$ cat config.mk
export PLATFORM = sky130hd
export DESIGN_NAME = room_allocator
export DESIGN_NICKNAME = d
export VERILOG_FILES = /design/src/rtl/room_allocator_pkg.sv /design/src/rtl/room_min_select.sv /design/src/rtl/room_allocator.sv
export SDC_FILE = /design/constraint.sdc
export NUM_CORES = 1
export LEC_CHECK = 0
export CORE_UTILIZATION = 30
export DETAILED_ROUTE_END_ITERATION = 7
export HOLD_SLACK_MARGIN = 0.05
export SYNTH_ARGS = -nofsm -noshare
export SYNTH_HDL_FRONTEND = slang
export SYNTH_HIERARCHICAL = 1
export SYNTH_SLANG_ARGS = --single-unit
$ cat constraint.sdc
create_clock -name clock -period 8.9 [get_ports clock]
set_clock_uncertainty 0.1 [all_clocks]
set_input_delay 0.89 -clock clock [delete_from_list [all_inputs] [get_ports clock]]
set_output_delay 0.89 -clock clock [all_outputs]
set_load 0.005 [all_outputs]
$ cat src/rtl/room_allocator_pkg.sv
// Shared definitions for the three-room allocator: FSM encoding, room indices,
// default sizing and a room-index decode helper.
package room_allocator_pkg;

  typedef enum logic [1:0] {
    IDLE  = 2'd0,
    PICK  = 2'd1,
    GRANT = 2'd2
  } state_t;

  localparam logic [1:0] ROOM_NONE = 2'd0;
  localparam logic [1:0] ROOM1     = 2'd1;
  localparam logic [1:0] ROOM2     = 2'd2;
  localparam logic [1:0] ROOM3     = 2'd3;

  localparam int MAX_OCC_DEFAULT = 7;
  localparam int CW_DEFAULT      = 3;

  function automatic logic [2:0] room_onehot(input logic [1:0] room);
    case (room)
      ROOM1:   room_onehot = 3'b001;
      ROOM2:   room_onehot = 3'b010;
      ROOM3:   room_onehot = 3'b100;
      default: room_onehot = 3'b000;
    endcase
  endfunction

endpackage

$ cat src/rtl/room_min_select.sv
// Combinational helper: lowest-index least-occupied room (0 when every room is
// full) and the max-min spread of the three counts.
module room_min_select
  import room_allocator_pkg::*;
#(
  parameter int CW = CW_DEFAULT
) (
  input  logic [CW-1:0] count1,
  input  logic [CW-1:0] count2,
  input  logic [CW-1:0] count3,
  input  logic [CW-1:0] max_occ,
  output logic [1:0]    room,
  output logic [CW-1:0] spread
);

  logic [CW-1:0] min12_s, min_s, max12_s, max_s;
  logic [1:0]    room12_s, room_min_s;
  logic          all_full_s;

  // Strict less-than keeps ties on the lower-numbered room.
  assign min12_s    = (count2 < count1) ? count2 : count1;
  assign room12_s   = (count2 < count1) ? ROOM2 : ROOM1;
  assign min_s      = (count3 < min12_s) ? count3 : min12_s;
  assign room_min_s = (count3 < min12_s) ? ROOM3 : room12_s;

  assign max12_s    = (count2 > count1) ? count2 : count1;
  assign max_s      = (count3 > max12_s) ? count3 : max12_s;

  assign all_full_s = (count1 == max_occ) && (count2 == max_occ) && (count3 == max_occ);
  assign room       = all_full_s ? ROOM_NONE : room_min_s;
  assign spread     = max_s - min_s;

endmodule

$ cat src/rtl/room_allocator.sv
// Assigns each entry request to the least-occupied of three rooms, tracks
// per-room occupancy with exit pulses and flags occupancy imbalance.
module room_allocator
  import room_allocator_pkg::*;
#(
  parameter int MAX_OCC = MAX_OCC_DEFAULT,
  parameter int CW      = CW_DEFAULT
) (
  input  logic          clock,
  input  logic          reset,
  input  logic          enter,
  input  logic [2:0]    leave,
  output logic [CW-1:0] C1,
  output logic [CW-1:0] C2,
  output logic [CW-1:0] C3,
  output logic          grant,
  output logic [1:0]    grant_room,
  output logic          reject,
  output logic          imbalance,
  output logic          busy
);

  state_t        state_r;
  logic          busy_r, pending_r, grant_r, reject_r, imbalance_r;
  logic [1:0]    grant_room_r, best_room_r, next_room_s;
  logic [CW-1:0] count_r [3];
  logic [CW-1:0] count_next_s [3];
  logic [CW-1:0] spread_s;
  logic [2:0]    inc_s;

  // A granted room increments during the GRANT cycle, which is exactly when grant_r is high.
  assign inc_s = grant_r ? room_onehot(grant_room_r) : 3'b000;

  // Next occupancy: increment and leave on the same room cancel; leave at zero is ignored.
  always_comb begin
    for (int i = 0; i < 3; i++) begin
      if (inc_s[i] && leave[i]) begin
        count_next_s[i] = count_r[i];
      end else if (inc_s[i]) begin
        count_next_s[i] = count_r[i] + CW'(1);
      end else if (leave[i] && (count_r[i] != '0)) begin
        count_next_s[i] = count_r[i] - CW'(1);
      end else begin
        count_next_s[i] = count_r[i];
      end
    end
  end

  // Evaluated on next-state counts so that, registered, best_room_r reflects the
  // counts held during PICK (leaves arriving in PICK are not seen by the pick).
  room_min_select #(.CW(CW)) u_min_select (
    .count1  (count_next_s[0]),
    .count2  (count_next_s[1]),
    .count3  (count_next_s[2]),
    .max_occ (CW'(MAX_OCC)),
    .room    (next_room_s),
    .spread  (spread_s)
  );

  // Occupancy counters, registered best room and imbalance flag.
  always_ff @(posedge clock or posedge reset) begin
    if (reset) begin
      for (int i = 0; i < 3; i++) count_r[i] <= '0;
      best_room_r <= ROOM1;
      imbalance_r <= 1'b0;
    end else begin
      for (int i = 0; i < 3; i++) count_r[i] <= count_next_s[i];
      best_room_r <= next_room_s;
      imbalance_r <= (spread_s >= CW'(2));
    end
  end

  // Request FSM with one-deep pending slot and registered pulse outputs.
  always_ff @(posedge clock or posedge reset) begin
    if (reset) begin
      state_r      <= IDLE;
      busy_r       <= 1'b0;
      pending_r    <= 1'b0;
      grant_r      <= 1'b0;
      reject_r     <= 1'b0;
      grant_room_r <= ROOM_NONE;
    end else begin
      grant_r  <= 1'b0;
      reject_r <= 1'b0;
      case (state_r)
        IDLE: begin
          if (enter || pending_r) begin
            state_r   <= PICK;
            busy_r    <= 1'b1;
            pending_r <= pending_r & enter;
          end else begin
            state_r <= IDLE;
            busy_r  <= 1'b0;
          end
        end
        PICK: begin
          state_r <= GRANT;
          busy_r  <= 1'b1;
          if (best_room_r != ROOM_NONE) begin
            grant_r      <= 1'b1;
            grant_room_r <= best_room_r;
          end else begin
            reject_r <= 1'b1;
          end
        end
        GRANT: begin
          state_r <= IDLE;
          busy_r  <= 1'b0;
        end
        default: begin
          state_r <= IDLE;
          busy_r  <= 1'b0;
        end
      endcase
      if ((state_r != IDLE) && enter) begin
        if (pending_r) begin
          reject_r <= 1'b1;
        end else begin
          pending_r <= 1'b1;
        end
      end
    end
  end

  assign C1         = count_r[0];
  assign C2         = count_r[1];
  assign C3         = count_r[2];
  assign grant      = grant_r;
  assign grant_room = grant_room_r;
  assign reject     = reject_r;
  assign imbalance  = imbalance_r;
  assign busy       = busy_r;

endmodule

### Word-level counts from Yosys, hierarchy flattened

Cells that the tools add are included.

* bits in writable memories: 0
* register bits after elaboration: 20
* output and inout bits: 15
* memories: 0
* input port bits: 6
* logic and storage cells: 80
* memory bits (read-only): 0
* bits in latches: 0

* shift operators: 0
* muxes and demuxes: 32
* bitwise gates (word level): 1
* magnitude comparators: 5
* $mul: 0
* $add $sub $neg: 7
* eq/ne operators: 7
* divide/modulo/power cells: 0
* reductions and logical operators: 17

Operator list (count)
* $mux W3: 14
* $mux W1: 12
* $add A3 B1 Y3 const B: 3
* $eq A3 B3 Y1 const B: 3
* $logic_and A1 B1 Y1: 9
* $pmux W3 S3: 1
* $reduce_bool A3 Y1: 3
* $sub A3 B1 Y3 const B: 3
* $gt A3 B3 Y1: 2
* $lt A3 B3 Y1: 2
* $mux W2: 3
* $eq A2 B1 Y1 const B: 2
* $eq A2 B2 Y1 const B: 2
* $pmux W2 S2: 1
* $reduce_bool A2 Y1: 2
* $ge A3 B2 Y1 const B: 1
* $sub A3 B3 Y3: 1
* $logic_not A2 Y1: 1
* $pmux W1 S2: 1
* $reduce_and A2 Y1: 1
* $and A1 B1 Y1: 1
* $logic_or A1 B1 Y1: 1

### Logic depth before layout (Yosys ltp)

* word-level depth: 11
* gate-level depth with buffers: 23
* mapped depth without buffers: 23

### Hierarchy

The synthesis kept the hierarchy.

By module, submodules not included
* room_allocator: instances 1, seq. area each 501.7 um^2, cells an instance 113, area each 1177.4 um^2
* room_min_select: instances 1, seq. area each 0.0 um^2, cells an instance 62, area each 493.0 um^2

### Least setup slack after synthesis

No wires, ideal clock.

* kind: input-to-reg
* start point: input port leave[0]
* end point: register imbalance_r, in the netlist imbalance
* arrival time: 4.736 ns
* cell stages on the path: 20
* path buffers: 0
* slack: 3.937 ns
* library setup time: 0.127 ns
* required time: 8.673 ns
* path through: nand3b_1 -> a21oi_1 -> a211oi_2 -> inv_1 -> ha_1 -> nand3b_1 -> nand2_2 -> inv_1 -> a31oi_1 -> mux2i_1 -> ha_1 -> nor2b_1 -> o21a_1 -> o21ai_1 -> mux2i_1 -> ha_1 -> inv_1 -> fa_1 -> xor2_1 -> or2_2

RTL lines
* from (decl): line room_allocator.sv:12 `input logic [2:0] leave,`
* to (signal assigned): line room_allocator.sv:69 `imbalance_r <= (spread_s >= CW'(2));`
* to (decl): line room_allocator.sv:24 `logic busy_r, pending_r, grant_r, reject_r, imbalance_r;`

==> impl_metrics.toml <==
[run_status]
status = "finished, final reports clean"

[flow_run]
drv_cap = 0

[floorplanning]
initial_core_util = 0.318
num_rows = 26
design.core.area_um2 = 5240
die_w_um = 76.5
dieArea_um2 = 5860
io_pins = 21
die_h_um = 76.5

[drt]
firstDrtPassIters = 4
drt_first_iter_violations = 83
antenna_left = 0
drc_errors = 0
vias_per_cell = 4.95
wirelength_um = 3460
avgRoutedWirePerCell_um = 12.7
via_count = 1346

[clock_tree]
cts_num_sinks = 20
clk_pin_slew_ns = 0.08
clk_path_buf_depth = 2
cts_made_buffers = 3
post_cts_buffers = 0
root_buffer = "clkbuf_8"
clock_latency_ns = 0.26
cts_resized = 0
cts_tree = "yes"
h-tree-depth = 1
cts_hold_buf = 0

[sta]
tns_ns = 0
drv_slew = 0
slew_headroom = 0.478
setup_viol = 0
grt_setup_unrepaired = "no"
min_period_ns = 5.74
fmax_mhz = 174
worst-slew-pin-transition_ns = 0.782
fin_crit_sh = 0.645
hold_viol = 0

[hold_path]
min_path_cells = 1
min_path_type = "flip-flop to flip-flop"

[setup_path]
required_ns = 8.95
cp-end-kind = "flip-flop"
arrival_ns = 5.79
cp-start-kind = "input pin"
crit_type = "input pin to flip-flop"
crit_buf_inv = 4
path_delay_family = "compound AO/OA/AOI/OAI gates"
cp.depth = 21
crit_path_cell_trace = "clkdlybuf4s50_1, nand3b_1, a21oi_1, a211oi_2, inv_1, ha_1, nand3b_1, nand2_2, inv_1, a31oi_1, mux2i_1, ha_1, nor2b_1, o21a_1, o21ai_1, mux2i_1, ha_1, inv_1, fa_1, xor2_1, or2_2"
slowest_delay_ns = 0.63
crit_slowest_cell = "clkdlybuf4s50_1"
reg2regPathDepth = 23
crit_fanout = 8

[layout]
nNetsFinal = 229
fin_util = 0.389
syn_to_final_growth_pct = 22.2
n_fill_cell = 516
antenna_cells = 0
drive_gt1_frac = 0.119

[logic_synthesis]
syn-cell-area_um2 = 1670
yosysWarnings = 6
avgSynthCellArea_um2 = 9.58
synth_cells = 174

[global_route]
grt_max_degree = 21
grt_pass1_vias = 1305
grt_antenna_before_repair = 0
grt_overflow = 0
track_usage = 0.125
grt_pass1_wl_um = 6010

[placed_design]
port_buffers = 20
globalplace.congestion = 0.796
hpwl_um = 2620
[layout by cell type, fill, tap and decap left out, types with 3 or more instances in the layout]
cell             instances
nand3b_1                 6
or4_1                    3
dfrtp_1                 19
ha_1                    19
a22o_1                   3
inv_1                   21
nand2_1                  4
nand3_1                  4
nand2b_1                 8
conb_1                   6
xnor2_1                  3
mux2i_1                  8
clkbuf_8                 3
nor2_1                   7
o22ai_1                  3
clkdlybuf4s50_1         20
nor2b_1                  4
nand4_1                  3
a211oi_2                 6
a21oi_1                 13
[state kept, by name, indices dropped and copies added (netlist names)]
| name | count |
|---|---|
| reject | 1 |
| grant_room | 2 |
| best_room_r | 2 |
| C3 | 3 |
| imbalance | 1 |
| C2 | 3 |
| grant | 1 |
| C1 | 3 |
| pending_r | 1 |
| busy | 1 |
| state_r | 2 |
[stage by stage]
stage	setup WS, ns	std cells	hold WS [ns]	instance area [um2]
after CTS	3.14	272	0.373	2040
after global placement	3.00	268	0.367	1970
after global routing	2.67	272	0.407	2040
after detailed placement	2.87	268	0.357	1970
after floorplan	3.94	179	0.336	1690
final	3.16	272	0.382	2040
[final cells by class]
type                    instances  area (um2)  share of cell area
repair buffers                 21         208               0.102
flip-flops and latches         20         502               0.246
well taps                      70        87.6              0.0430
multi-input cells             136        1090               0.535
clock inverters                 1        30.0              0.0147
inverters                      21        78.8              0.0387
clock buffers                   3        41.3              0.0203
[metal layers]
metal  global-route usage  vias to the layer above  routed length [um]
met5                    0                        -                   0
met3               0.0132                        5                 193
li1                     -                      688                   -
met2                0.221                       44                1640
met1                0.155                      609                1560
met4               0.0519                        0                  58
[worst reg2reg max path, stage by stage (launching register included)]
cell and delay [ns]:
dfrtp_1 0.41, inv_1 0.06, ha_1 0.19, ha_1 0.27, nand2b_1 0.07, o22ai_1 0.07, a211oi_2 0.51, inv_1 0.12
ha_1 0.36, nand3b_1 0.11, nand2_2 0.16, inv_1 0.11, a31oi_1 0.24, mux2i_1 0.28, ha_1 0.27, nor2b_1 0.13
o21a_1 0.16, o21ai_1 0.35, mux2i_1 0.25, ha_1 0.16, inv_1 0.04, fa_1 0.37, xor2_1 0.16, or2_2 0.30
[path summary, 6_finish.rpt]
kind | from | to | slack, ns
setup / recovery | leave[0] | imbalance | 3.16
hold / removal | state_r[0] | state_r[0] | 0.38
setup reg to reg | C1[1] | imbalance | 3.55
hold reg to reg | state_r[0] | state_r[0] | 0.38
max in group asynchronous | reset | C3[1] | 7.24
min in group asynchronous | reset | reject | 0.96
Power is not shown: default switching activity piles up to over one toggle a cycle in this logic, so the estimate is an artifact.
